## config.mk

```make
export PLATFORM = sky130hd
export DESIGN_NAME = baud_tick_gen
export DESIGN_NICKNAME = d
export VERILOG_FILES = /design/src/rtl/baud_tick_gen.sv
export SDC_FILE = /design/constraint.sdc
export NUM_CORES = 1
export LEC_CHECK = 0
export BUFFER_PORTS_ARGS = -buffer_cell sky130_fd_sc_hd__buf_2
export CAP_MARGIN = 20
export CORE_AREA = 2 2 75 77
export CTS_CLUSTER_SIZE = 30
export DETAILED_ROUTE_END_ITERATION = 6
export DIE_AREA = 0 0 77 79
export GPL_TIMING_DRIVEN = 1
export PLACE_DENSITY_LB_ADDON = 0.08
export SYNTH_ARGS = -nofsm -noshare
export SYNTH_HDL_FRONTEND = slang
export SYNTH_SLANG_ARGS = --single-unit
```

## constraint.sdc

```tcl
create_clock -name clk -period 4.5 [get_ports clk]
set_input_delay 0.675 -clock clk [delete_from_list [all_inputs] [get_ports clk]]
set_output_delay 0.675 -clock clk [all_outputs]
set_load 0.005 [all_outputs]
```

## src/rtl/baud_tick_gen.sv

```systemverilog
// Baud-rate tick generator: a prescaler divides clk down to the oversample rate,
// and an oversample counter marks bit centres and bit boundaries.
module baud_tick_gen #(
    parameter int DIV_W   = 16,
    parameter int OS_RATE = 16,
    parameter int DEF_DIV = 325
) (
    input  logic             clk,
    input  logic             rst,
    input  logic             en,
    input  logic [DIV_W-1:0] div_in,
    input  logic             div_ld,
    input  logic             restart,
    output logic             os_tick,
    output logic             mid_tick,
    output logic             bit_tick,
    output logic [DIV_W-1:0] div_cur
);

    localparam int OS_W = $clog2(OS_RATE);
    localparam logic [OS_W-1:0]  OS_LAST = OS_W'(OS_RATE - 1);
    localparam logic [OS_W-1:0]  OS_MID  = OS_W'(OS_RATE / 2 - 1);
    localparam logic [DIV_W-1:0] DIV_RST = DIV_W'(DEF_DIV);

    logic [DIV_W-1:0] div_q;
    logic [DIV_W-1:0] pre_cnt;
    logic [OS_W-1:0]  os_cnt;
    logic             pre_wrap;

    assign pre_wrap = (pre_cnt == div_q - DIV_W'(1));
    assign div_cur  = div_q;

    always_ff @(posedge clk) begin
        // Ticks are single-cycle pulses: cleared every cycle unless a wrap sets them.
        os_tick  <= 1'b0;
        mid_tick <= 1'b0;
        bit_tick <= 1'b0;
        if (rst) begin
            div_q   <= DIV_RST;
            pre_cnt <= '0;
            os_cnt  <= '0;
        end else if (div_ld) begin
            div_q   <= (div_in == '0) ? DIV_W'(1) : div_in;
            pre_cnt <= '0;
            os_cnt  <= '0;
        end else if (restart) begin
            pre_cnt <= '0;
            os_cnt  <= '0;
        end else if (en) begin
            if (pre_wrap) begin
                pre_cnt  <= '0;
                os_cnt   <= (os_cnt == OS_LAST) ? '0 : os_cnt + OS_W'(1);
                os_tick  <= 1'b1;
                mid_tick <= (os_cnt == OS_MID);
                bit_tick <= (os_cnt == OS_LAST);
            end else begin
                pre_cnt <= pre_cnt + DIV_W'(1);
            end
        end
    end

endmodule

```

==> impl_metrics.yaml <==
timing:
  hold_viol_final: 0
  fin_skew_ps: 2.80
  fmax_ghz: 0.357
  fin_crit_sh_pct: 62.2
  finalMaxSlewViolations: 0
  worst_slew_pin_slew_ps: 585
  period_needed_ps: 2800
  slew_headroom_pct: 60.7
  rsz0062_at_grt: "false"
  hold-worst-slack_ps: 487
  tns_ps: 0
  finalSetupViolCount: 0
  fin_ws_ps: 1700
worst_setup_path:
  crit_path_max_fanout: 15
  worstPathArrival_ps: 2960
  crit_type: "reg -> reg"
  reg2regPathDepth: 7
  startpoint: "div_cur[2]"
  endpoint_kind: "flip-flop"
  rrSetupSlack_ps: 1700
  cp_cell_sequence: "nor4_4, nand4b_1, or4b_1, nand3_1, nand4_1, o21ai_4, nor2_1"
  cp_slowest_cell: "or4b_1"
  start_kind: "flip-flop"
  setup.worst_path.end: "pre_cnt[6]"
  critical-path-max-stage-delay_ps: 570
  required_ps: 4670
  timing.rr.start: "div_cur[2]"
  r2r_end: "pre_cnt[6]"
synthesis:
  yosys.area_share.adder_pct: 1.64
  synth_compound_area_share_pct: 10.3
  ys_types: 55
  yosysWarnings: 0
  synth_edf_count: 0
  ys_seq_area_share_pct: 34.1
  synth_area_mm2: 0.00229
  ys_ff_latch: 39
  synth-simple-area-share_pct: 30.5
  synth_top_family_by_area: "simple AND/OR/NAND/NOR gates"
  synth_top_cell_by_area: "dfxtp_1"
  ys_top_cells_by_area: "dfxtp_1, xor2_1, nor2_1"
  yosys.area.top_type_share_pct: 34.1
  synthXorXnorAreaFrac_pct: 13.4
  synthMuxAreaShare_pct: 6.56
  syn_nets: 294
  synth-main-ff-cell: "dfxtp_1"
  avgSynthCellArea_um2: 8.47
  synthArstFlopShare_pct: 0
  postSynthCellCount: 270
job:
  max_cap_violations: 0
floorplan:
  rows: 27
  fp.dieW_um: 77
  io_pins: 40
  core_area_mm2: 0.00534
  die_area_mm2: 0.00608
  initial_core_util_pct: 42.9
  die_y_um: 79
final_layout:
  mostFrequentLayoutCells: "nor2_1, dfxtp_1, buf_2"
  nets: 327
  n_fill_cell: 561
  drive_gt1_share_pct: 19.1
  syn2layout_area_growth_pct: 13.7
  final_common_cell: "nor2_1"
  fin_util_pct: 48.7
  diodes: 0
clocking:
  ctsHoldBuffers: 0
  cts_buffer_depth: 2
  clk_pin_slew_ps: 70
  clock-sinks: 39
  clock_latency_ps: 280
  cts_buffers: 5
  cts_max_level: 2
  cts-resized-gates: 0
  cts_tree: "built"
  post_cts_buffers: 0
  root_buffer: "clkbuf_8"
worst_hold_path:
  hold_class: "reg -> reg"
place:
  io_buffers: 39
  routabilityCongestion: 0.856
  dp_hpwl_um: 4020
  pre_cts_slack_ps: 1710
drt:
  drt_iter0_drc: 90
  drc_errors: 0
  drt-total-wl_um: 5340
  vias_per_cell: 5.24
  dr.pass1.iters: 4
  vias: 1970
  wl_per_cell_um: 14.2
  ant_nets: 0
global_routing:
  gr-total-overflow: 0
  grt.met1_usage_pct: 22.9
  grt_use_met2_pct: 31.8
  grt_pass1_wl_um: 8830
  grt_pass1_vias: 1828
  use_met3_pct: 3.75
  grt_max_degree: 23
  antenna_found_initial: 0
  track_usage_pct: 18.3
  grt.busiest_layer: "met2"
run_status:
  status: "finished clean"
pwr:
  peakVddDrop_v: 0.000122
  p_leak_nw: 0.994
  p_per_area_mw_per_mm2: 267
==> cell families after synthesis <==
kind of cell	Yosys count
adder cells (fa/ha/maj)	3
multiplexers	15
buffers and inverters	18
AO/OA/AOI/OAI	31
flip-flops	39
AND/OR/NAND/NOR	129
XOR/XNOR	35
==> cell usage after synthesis (3+ instances only) <==
library cell / n
and3_1: 3
a21oi_1: 4
a31oi_1: 4
nor3_1: 6
clkbuf_1: 8
nand2_1: 17
nand3b_1: 3
ha_1: 3
mux2i_1: 15
nor2b_1: 3
dfxtp_1: 39
nand4_1: 10
nor4_1: 8
a211o_1: 4
or4_1: 3
o21ai_0: 4
xnor2_1: 16
xor2_1: 19
inv_1: 4
nor2_1: 43
nand3_1: 12
buf_2: 3
==> layout make-up <==
class | count | area (µm²) | area share, %
sequential | 39 | 781 | 30.0
clock inverter | 3 | 15.0 | 0.577
multi-input combinational | 213 | 1430 | 54.9
inverter | 4 | 15.0 | 0.577
tap | 72 | 90.1 | 3.46
clock buffer | 5 | 68.8 | 2.65
timing repair buffer | 40 | 203 | 7.80
==> state kept, by name, summed over array words and instances, names as in the netlist <==
register,count
div_cur,16
pre_cnt,16
os_cnt,4
mid_tick,1
os_tick,1
bit_tick,1
==> routing by layer <==
metal,vias up,wire length (µm)
met2,20,2600
met1,917,2610
met5,-,0
met4,0,32
met3,2,100
li1,1031,-
==> worst max-delay path, delay by kind of cell (launching register included) <==
| kind | cells | cell delay, ps |
|---|---|---|
| AOI/OAI and AO/OA | 1 | 390 |
| and+or+nand+nor | 6 | 1860 |
| DFF | 1 | 420 |
==> how the worst min path moves through the flow <==
| stage | from | endpoint | slack (ps) | cells past startpoint |
|---|---|---|---|---|
| after floorplan | os_cnt[3] | mid_tick | 440 | 1 |
| after global placement | os_cnt[1] | os_cnt[1] | 480 | 2 |
| after detailed placement | os_cnt[3] | mid_tick | 480 | 1 |
| after CTS | os_cnt[1] | os_cnt[1] | 500 | 2 |
| after global routing | os_cnt[3] | mid_tick | 510 | 1 |
| final | os_cnt[1] | os_cnt[1] | 490 | 2 |
==> per-stage QoR <==
stage          std cells  cell area [µm²]  total power (W)
3_5_place_dp         368             2520         0.000477
4_1_cts              376             2600         0.000704
6_report             376             2600         0.000693
2_1_floorplan        270             2290         0.000443
5_1_grt              376             2600         0.000732
3_3_place_gp         368             2520         0.000477
==> where the power goes <==
| group | total (W) | internal (W) | switching, W |
|---|---|---|---|
| logic | 0.0000956 | 0.0000458 | 0.0000498 |
| clock network | 0.000224 | 0.000106 | 0.000118 |
| registers | 0.000373 | 0.000354 | 0.0000192 |
| total | 0.000693 | 0.000506 | 0.000187 |
No activity file was read; power rests on OpenSTA's default activity.
